$ cat config.mk
export PLATFORM = sky130hd
export DESIGN_NAME = lsu_split_unit
export DESIGN_NICKNAME = d
export VERILOG_FILES = /design/src/rtl/lsu_split_unit.sv
export SDC_FILE = /design/constraint.sdc
export NUM_CORES = 1
export LEC_CHECK = 0
export BUFFER_PORTS_ARGS = -buffer_cell sky130_fd_sc_hd__buf_2
export CORE_UTILIZATION = 55
export DETAILED_ROUTE_END_ITERATION = 6
export PLACE_DENSITY = 0.8
export SLEW_MARGIN = 40
export SYNTH_ARGS = -nofsm -noshare
export SYNTH_HDL_FRONTEND = slang
export SYNTH_SLANG_ARGS = --single-unit
$ cat constraint.sdc
create_clock -name clk -period 2.9 [get_ports clk]
set_input_delay 0.145 -clock clk [delete_from_list [all_inputs] [get_ports clk]]
set_output_delay 0.145 -clock clk [all_outputs]
set_load 0.02 [all_outputs]
$ cat src/rtl/lsu_split_unit.sv
// Load/store alignment unit between the core datapath and the valid/ready memory bus.
// Word-crossing accesses are either split into two bus beats or rejected, per ALLOW_MISALIGNED.
module lsu_split_unit #(
  parameter int unsigned ADDR_WIDTH       = 32,
  parameter bit          ALLOW_MISALIGNED = 1'b1,
  parameter bit          SKIP_EMPTY_BEAT  = 1'b1
) (
  input  logic                  clk,
  input  logic                  resetn,
  input  logic                  req_valid,
  output logic                  req_ready,
  input  logic                  req_we,
  input  logic [1:0]            req_size,
  input  logic                  req_signed,
  input  logic [ADDR_WIDTH-1:0] req_addr,
  input  logic [31:0]           req_wdata,
  output logic                  rsp_valid,
  output logic [31:0]           rsp_rdata,
  output logic                  rsp_err,
  output logic                  mem_valid,
  input  logic                  mem_ready,
  output logic [ADDR_WIDTH-1:0] mem_addr,
  output logic [3:0]            mem_wstrb,
  output logic [31:0]           mem_wdata,
  input  logic [31:0]           mem_rdata
);

  typedef enum logic [1:0] {IDLE, BEAT0, BEAT1, RESP} state_t;

  state_t                  state_q;
  logic [ADDR_WIDTH-1:0]   base_q;
  logic [1:0]              off_q;
  logic [1:0]              size_q;
  logic                    we_q;
  logic                    sgn_q;
  logic                    cross_q;
  logic [3:0]              strb_hi_q;
  logic [31:0]             data_hi_q;
  logic [31:0]             buf_lo_q;

  logic                    mem_valid_q;
  logic [ADDR_WIDTH-1:0]   mem_addr_q;
  logic [3:0]              mem_wstrb_q;
  logic [31:0]             mem_wdata_q;
  logic                    rsp_valid_q;
  logic                    rsp_err_q;
  logic [31:0]             rsp_rdata_q;

  logic [1:0]              req_off;
  logic [1:0]              req_sz;
  logic [3:0]              req_smask;
  logic [7:0]              req_mask8;
  logic [63:0]             req_data64;
  logic                    req_cross;
  logic [ADDR_WIDTH-1:0]   req_base;
  logic                    need_beat1;
  logic [63:0]             src64;
  logic [31:0]             sh32;
  logic [31:0]             load_res;

  // Request decode: 64-bit byte window spanning the addressed word and the next one.
  always_comb begin
    req_off   = req_addr[1:0];
    req_sz    = (req_size == 2'd3) ? 2'd2 : req_size;
    unique case (req_sz)
      2'd0:    req_smask = 4'b0001;
      2'd1:    req_smask = 4'b0011;
      default: req_smask = 4'b1111;
    endcase
    req_mask8  = {4'b0000, req_smask} << req_off;
    req_data64 = {32'h0, req_wdata} << {req_off, 3'b000};
    req_cross  = |req_mask8[7:4];
    req_base   = {req_addr[ADDR_WIDTH-1:2], 2'b00};
  end

  assign need_beat1 = cross_q && !(SKIP_EMPTY_BEAT && we_q && (strb_hi_q == '0));

  // Merge the incoming beat with any captured low word, then align and extend.
  always_comb begin
    src64 = (state_q == BEAT1) ? {mem_rdata, buf_lo_q} : {32'h0, mem_rdata};
    sh32  = 32'(src64 >> {off_q, 3'b000});
    unique case (size_q)
      2'd0:    load_res = {{24{sgn_q & sh32[7]}}, sh32[7:0]};
      2'd1:    load_res = {{16{sgn_q & sh32[15]}}, sh32[15:0]};
      default: load_res = sh32;
    endcase
  end

  always_ff @(posedge clk) begin
    if (!resetn) begin
      state_q     <= IDLE;
      base_q      <= '0;
      off_q       <= '0;
      size_q      <= '0;
      we_q        <= 1'b0;
      sgn_q       <= 1'b0;
      cross_q     <= 1'b0;
      strb_hi_q   <= '0;
      data_hi_q   <= '0;
      buf_lo_q    <= '0;
      mem_valid_q <= 1'b0;
      mem_addr_q  <= '0;
      mem_wstrb_q <= '0;
      mem_wdata_q <= '0;
      rsp_valid_q <= 1'b0;
      rsp_err_q   <= 1'b0;
      rsp_rdata_q <= '0;
    end else begin
      rsp_valid_q <= 1'b0;
      unique case (state_q)
        IDLE: begin
          if (req_valid) begin
            base_q    <= req_base;
            off_q     <= req_off;
            size_q    <= req_sz;
            we_q      <= req_we;
            sgn_q     <= req_signed;
            cross_q   <= req_cross;
            strb_hi_q <= req_we ? req_mask8[7:4] : 4'b0000;
            data_hi_q <= req_data64[63:32];
            if (req_cross && !ALLOW_MISALIGNED) begin
              state_q     <= RESP;
              rsp_valid_q <= 1'b1;
              rsp_err_q   <= 1'b1;
            end else begin
              state_q     <= BEAT0;
              mem_valid_q <= 1'b1;
              mem_addr_q  <= req_base;
              mem_wstrb_q <= req_we ? req_mask8[3:0] : 4'b0000;
              mem_wdata_q <= req_data64[31:0];
            end
          end
        end
        BEAT0: begin
          if (mem_valid_q && mem_ready) begin
            buf_lo_q <= mem_rdata;
            if (need_beat1) begin
              state_q     <= BEAT1;
              mem_addr_q  <= base_q + ADDR_WIDTH'(4);
              mem_wstrb_q <= strb_hi_q;
              mem_wdata_q <= data_hi_q;
            end else begin
              state_q     <= RESP;
              mem_valid_q <= 1'b0;
              mem_wstrb_q <= '0;
              rsp_valid_q <= 1'b1;
              rsp_err_q   <= 1'b0;
              if (!we_q) rsp_rdata_q <= load_res;
            end
          end
        end
        BEAT1: begin
          if (mem_valid_q && mem_ready) begin
            state_q     <= RESP;
            mem_valid_q <= 1'b0;
            mem_wstrb_q <= '0;
            rsp_valid_q <= 1'b1;
            rsp_err_q   <= 1'b0;
            if (!we_q) rsp_rdata_q <= load_res;
          end
        end
        RESP: begin
          state_q   <= IDLE;
          rsp_err_q <= 1'b0;
        end
      endcase
    end
  end

  assign req_ready = (state_q == IDLE);
  assign mem_valid = mem_valid_q;
  assign mem_addr  = mem_addr_q;
  assign mem_wstrb = mem_wstrb_q;
  assign mem_wdata = mem_wdata_q;
  assign rsp_valid = rsp_valid_q;
  assign rsp_err   = rsp_err_q;
  assign rsp_rdata = rsp_rdata_q;

endmodule

After elaboration in Yosys (flattened, before gate mapping)
Index checks and enable logic that the tools add are counted.
{"block": "word_totals", "latchBits": 0, "out_inout_bits": 104, "reg_bits": 210, "n_memories": 0, "wordCells": 94, "inputBits": 104, "ram_bits": 0, "rom_bits": 0}
{"block": "op_classes", "magnitude_cmp": 0, "reduce_logical": 21, "bitwise_logic": 2, "n_mul": 0, "shifts": 3, "mux": 39, "n_eq_ne": 11, "add_sub_neg": 1, "div": 0}
{"op": "two-way mux 32 bit", "n": 10}
{"op": "one-hot mux 32 bit (2 select lines)", "n": 4}
{"op": "two-way mux 64 bit", "n": 1}
{"op": "left shift 32 x 5 -> 64 bit", "n": 1}
{"op": "right shift 64 x 5 -> 32 bit", "n": 1}
{"op": "adder 32 x 3 -> 32 bit, second input constant", "n": 1}
{"op": "two-way mux 4 bit", "n": 6}
{"op": "AND reduction 4 bit", "n": 4}
{"op": "one-hot mux 4 bit (3 select lines)", "n": 1}
{"op": "two-way mux 1 bit", "n": 8}
{"op": "two-way mux 2 bit", "n": 4}
{"op": "!= test 2 bit, second input constant", "n": 4}
{"op": "one-hot mux 2 bit (4 select lines)", "n": 1}
{"op": "one-hot mux 4 bit (2 select lines)", "n": 1}
{"op": "left shift 4 x 2 -> 8 bit", "n": 1}
{"op": "equality test 2 x 1 -> 1 bit, second input constant", "n": 3}
{"op": "equality test 2 bit, second input constant", "n": 3}
{"op": "logical NOT 2 bit", "n": 3}
{"op": "one-hot mux 1 bit (3 select lines)", "n": 2}
{"op": "nonzero test 3 bit", "n": 2}
{"op": "AND reduction 5 bit", "n": 1}
{"op": "logical NOT 4 bit", "n": 1}
{"op": "AND reduction 2 bit", "n": 2}
{"op": "nonzero test 2 bit", "n": 2}
{"op": "other kinds (7)", "n": 10}

Logic depth before layout (Yosys ltp)
{"block": "depth", "word_depth": 9, "mapped_depth": 10, "depth_no_buf": 7}

Worst setup path before layout
OpenSTA, ideal clock, no wires.
{"block": "synth_path", "path_kind": "reg-to-reg", "from": "register state_q[0]", "to": "register rsp_rdata_q[1] (netlist: rsp_rdata[1])", "stages_incl_launch_ff": 9, "path_slack_ps": 733, "setup_ps": 133, "required_time_ps": 2767, "path_buffers": 3, "t_arrival_ps": 2034, "path_cell_list": "dfxtp_1 > inv_1 > ha_1 > buf_2 > buf_1 > clkbuf_1 > mux4_2 > mux2i_1 > a211oi_2"}
{"block": "synth_via", "elab_chain_len": 8, "word_cells_on_any_way": 15, "classes_between": "eq/ne (5); shift (1); mux (7); reduce/logical (2)"}
{"item": "start: declaration", "line": "30", "source": "state_t state_q;"}
{"item": "start signal: assignment", "line": "91", "source": "state_q <= IDLE;"}
{"item": "start signal: assignment", "line": "122", "source": "state_q <= RESP;"}
{"item": "start signal: assignment", "line": "126", "source": "state_q <= BEAT0;"}
{"item": "equality test 2 bit", "line": "80, 110"}
{"item": "two-way mux 64 bit", "line": "80", "source": "src64 = (state_q == BEAT1) ? {mem_rdata, buf_lo_q} : {32'h0, mem_rdata};"}
{"item": "right shift 64 x 5 -> 32 bit", "line": "81", "source": "sh32 = 32'(src64 >> {off_q, 3'b000});"}
{"item": "one-hot mux 32 bit (2 select lines)", "line": "82", "source": "unique case (size_q)"}
{"item": "two-way mux 32 bit", "line": "148, 159"}
{"item": "two-way mux 32 bit", "line": "137", "source": "if (need_beat1) begin"}
{"item": "two-way mux 32 bit", "line": "135", "source": "if (mem_valid_q && mem_ready) begin"}
{"item": "one-hot mux 32 bit (2 select lines)", "line": "110", "source": "unique case (state_q)"}
{"item": "end signal: assignment", "line": "148", "source": "if (!we_q) rsp_rdata_q <= load_res;"}
{"item": "end signal: assignment", "line": "159", "source": "if (!we_q) rsp_rdata_q <= load_res;"}
{"item": "end: declaration", "line": "47", "source": "logic [31:0] rsp_rdata_q;"}
Parallel ways exist; a longest one is shown, timed or not. The select of a mux whose other input is x is not followed.
A chain may end at the register's enable or synchronous reset.

Final worst setup path
{"block": "layout_path", "from": "register state_q[0]", "to": "register rsp_rdata_q[10] (netlist: rsp_rdata[10])"}
{"block": "layout_via", "elab_chain_len": 9, "word_cells_on_any_way": 16, "classes_between": "eq/ne (5); shift (1); mux (7); bitwise (1); reduce/logical (2)"}
{"item": "equality test 2 bit", "line": "80, 110"}
{"item": "two-way mux 64 bit", "line": "80"}
{"item": "right shift 64 x 5 -> 32 bit", "line": "81"}
{"item": "bitwise AND 1 bit", "line": "83", "source": "2'd0: load_res = {{24{sgn_q & sh32[7]}}, sh32[7:0]};"}
{"item": "one-hot mux 32 bit (2 select lines)", "line": "82"}
{"item": "two-way mux 32 bit", "line": "148, 159"}
{"item": "two-way mux 32 bit", "line": "137"}
{"item": "two-way mux 32 bit", "line": "135"}
{"item": "one-hot mux 32 bit (2 select lines)", "line": "110"}
Parallel ways exist; a longest one is shown, timed or not. The select of a mux whose other input is x is not followed.

==> metrics.txt <==
worst setup skew after layout 11.4 ps; FFs w/ async S/R, synth 0%; path type of the worst setup path reg -> reg; overall die width 137 um; Worst Path Max Fanout 8; vertical die dimension 137 um; biggest cell delay along the critical path around 650 ps; postcts setup bufs 0; worst min path class in -> reg; gr usage total 33.2%; CTS Buf Count 17; final routed DRC violation total 0; number of library cell types mapped by synthesis 63; worst-case hold slack between 5 and 6 ps; Mapped Cells 1221; status complete, no violations; Buf/Inv on CP 2; Max Transition Viols Final 0; number of ports placed on the die boundary 208; final hold viol count 0; cell row count 48; Core Box Area 17500 um^2; Syn. warnings 0; Main synth FF type dfxtp_1; switching power of the nets 0.00489 W; root buffer cell clkbuf_16; kind of end point of the critical path flip-flop; post-DR wirelength/cell 18.4 um; top-count cell post-synth nand2_1; post-synthesis sequential area ratio around two fifths; proportion of layout cells with a drive suffix above 1 22.5%; HPWL after DPL 20500 um; final critical-path required period approximately 2600 ps; number of global-route vias before repair 9667; Reg power frac 34.8%; number of sinks handled by clock tree synthesis 198; initial core utilization 57.1%; setup repair after global routing missed its margin false; DIE AREA ~19000 um^2; post_cts resized 0; Post-Layout Inst Area approximately 12000 um^2; critical path startpoint category flip-flop; Synth-to-Final Area Change 24.0%; cell taking the most area after synthesis dfxtp_1; Worst-path clk slew approximately 70 ps; number of enable flip-flop cells after synthesis 0; Internal Power 0.00655 W; sequential cell area in the final layout 3970 um^2; sum of negative setup slack 0 ps; post-synthesis area per instance 8.20 um^2; maximum ir drop on the vdd rail between 0.6 and 0.7 mV; initial antenna violation count 2; via-per-instance ratio 6.05; slew at the pin with the worst max-slew slack approximately 830 ps; share of the cycle needed by the critical path after routing 88.4%; CTS hold repair buffers 69; CP cell instances inv_1, ha_1, buf_4, mux2i_1, o21ai_0, nand2_1, a21oi_1, o221a_2; kind of cell adding the most delay to the critical path compound AO/OA/AOI/OAI gates; critical path required time 3290 ps; first-pass iteration count of the detailed router 6; Comb pwr share 44.3%; clk buf depth 2; Clock Power Share approximately a fifth; maximum number of pins on one net before global-route repair 75; Static Leakage 4.86 nW; achievable frequency around 0.4 GHz; number of H-tree levels 4; Netlist Area Pre-Place between 10000 and 15000 um^2; total power 0.0114 W; footprint of the multi-input gates 5590 um^2; first-pass GRT wire length 48100 um; Max-cap violations 0; count of antenna-violating nets left after detailed routing 0; fraction of power spent switching nets 42.8%; CP Data Arrival Time 2950 ps; number of endpoints failing setup at the final stage 0; leading cell types by count after synthesis 207 x nand2_1, 198 x dfxtp_1, 145 x a21oi_1; number of nets at the end of the flow 1550; Buffers on Ports 204; number of synthesized register bits 198; Max transition margin around 44%; First DRT Iteration DRCs about 800; Slowest cell on crit path o21ai_0; TritonCTS clock tree built; ratio of total power to cell area 922 nW/um^2; proportion of netlist area held by the largest area contributor 39.6%; routed via count slightly above 10000; routability-driven placement congestion ratio slightly above 1; insertion delay to the later sink of the worst-skew pair 450 ps; total congestion overflow after global routing 0; Filler cells 1373; dpl cell area 11100 um^2; synth top area cells dfxtp_1 40%, nand2_1 7.8%, a21oi_1 7.3%; Detailed Route WL 30800 um
## logic make-up after synthesis
group                    Yosys count  share of synthesized area, %
AND/OR/NAND/NOR                  449                          20.1
AO/OA/AOI/OAI                    325                          20.8
flip-flops                       198                          39.6
buffers and inverters            115                          4.80
multiplexers                     105                          11.9
XOR/XNOR                          21                          1.84
adder cells (fa/ha/maj)            7                         0.875
other                              1                        0.0375
## power groups by stage
stage,logic [W],registers [W],clock network [W]
final,0.00507,0.00398,0.00239
after detailed placement,0.00489,0.00402,0
after global placement,0.00480,0.00400,0
after global routing,0.00547,0.00407,0.00251
after floorplan,0.00288,0.00455,0
after CTS,0.00499,0.00397,0.00239
## cells in the final DEF, fill, tap and decap left out, drive strengths merged, types with 4 or more instances in the layout
cell / count
a211oi: 31
xor2: 14
ha: 7
clkinvlp: 5
buf: 234
o221a: 9
nor2: 102
and3: 4
nand4b: 4
o21ai: 46
a221oi: 16
dlygate4sd3: 69
nor3: 38
nand4: 17
clkinv: 5
a21oi: 145
nor2b: 12
o211ai: 19
a21boi: 4
dfxtp: 198
a22oi: 17
nand3: 33
mux4: 9
nand2: 207
mux2: 24
clkbuf: 18
o221ai: 6
a211o: 12
inv: 11
xnor2: 7
nand2b: 13
nor4: 4
mux2i: 72
a31o: 5
## path summary, 6_finish.rpt
check,slack (ps),from,cells after the start,end
worst max-delay path,340,state_q[0]$_SDFFE_PN0P_,8,rsp_rdata[10]$_SDFFE_PN0P_
worst min-delay path,5,mem_rdata[14],3,buf_lo_q[14]$_SDFFE_PN0P_
worst max register to register,340,state_q[0]$_SDFFE_PN0P_,8,rsp_rdata[10]$_SDFFE_PN0P_
worst min register to register,460,buf_lo_q[2]$_SDFFE_PN0P_,2,buf_lo_q[2]$_SDFFE_PN0P_
## state kept, by name, summed over array words and instances, names as in the netlist, 2 cells and up
register and cells:
mem_addr 30, buf_lo_q 32, base_q 30, size_q 2, data_hi_q 24, mem_wdata 32, state_q 2, rsp_rdata 32
mem_wstrb 4, strb_hi_q 3, off_q 2
## tightest hold or removal path, cell delays in order
cell and delay (ps):
buf_2 130, nand2_1 70, a21oi_1 60
## per-layer routing
metal / vias up / track usage [%] / routed length, um
li1: 4792 / - / -
met1: 4788 / 39.6 / 12300
met2: 485 / 55.7 / 14600
met3: 79 / 8.78 / 2720
met4: 2 / 15.3 / 1180
met5: - / 0 / 13
## cell type report
cell class	instances	share of cell area, %
inverters	9	0.292
diodes	1	0.0202
repair buffers	303	15.7
multi-input cells	910	45.1
well taps	225	2.27
flip-flops and latches	198	31.9
clock inverters	14	1.24
clock buffers	18	3.46
## metrics by stage
step | setup slack, ps | std cells | util (%)
finish | 335 | 1678 | 70.8
CTS | 517 | 1677 | 70.8
global placement | 623 | 1576 | 63.5
global route | 258 | 1677 | 70.8
floorplan | 733 | 1223 | -
detailed placement | 533 | 1576 | 63.5
(Power assumes the default switching activity.)
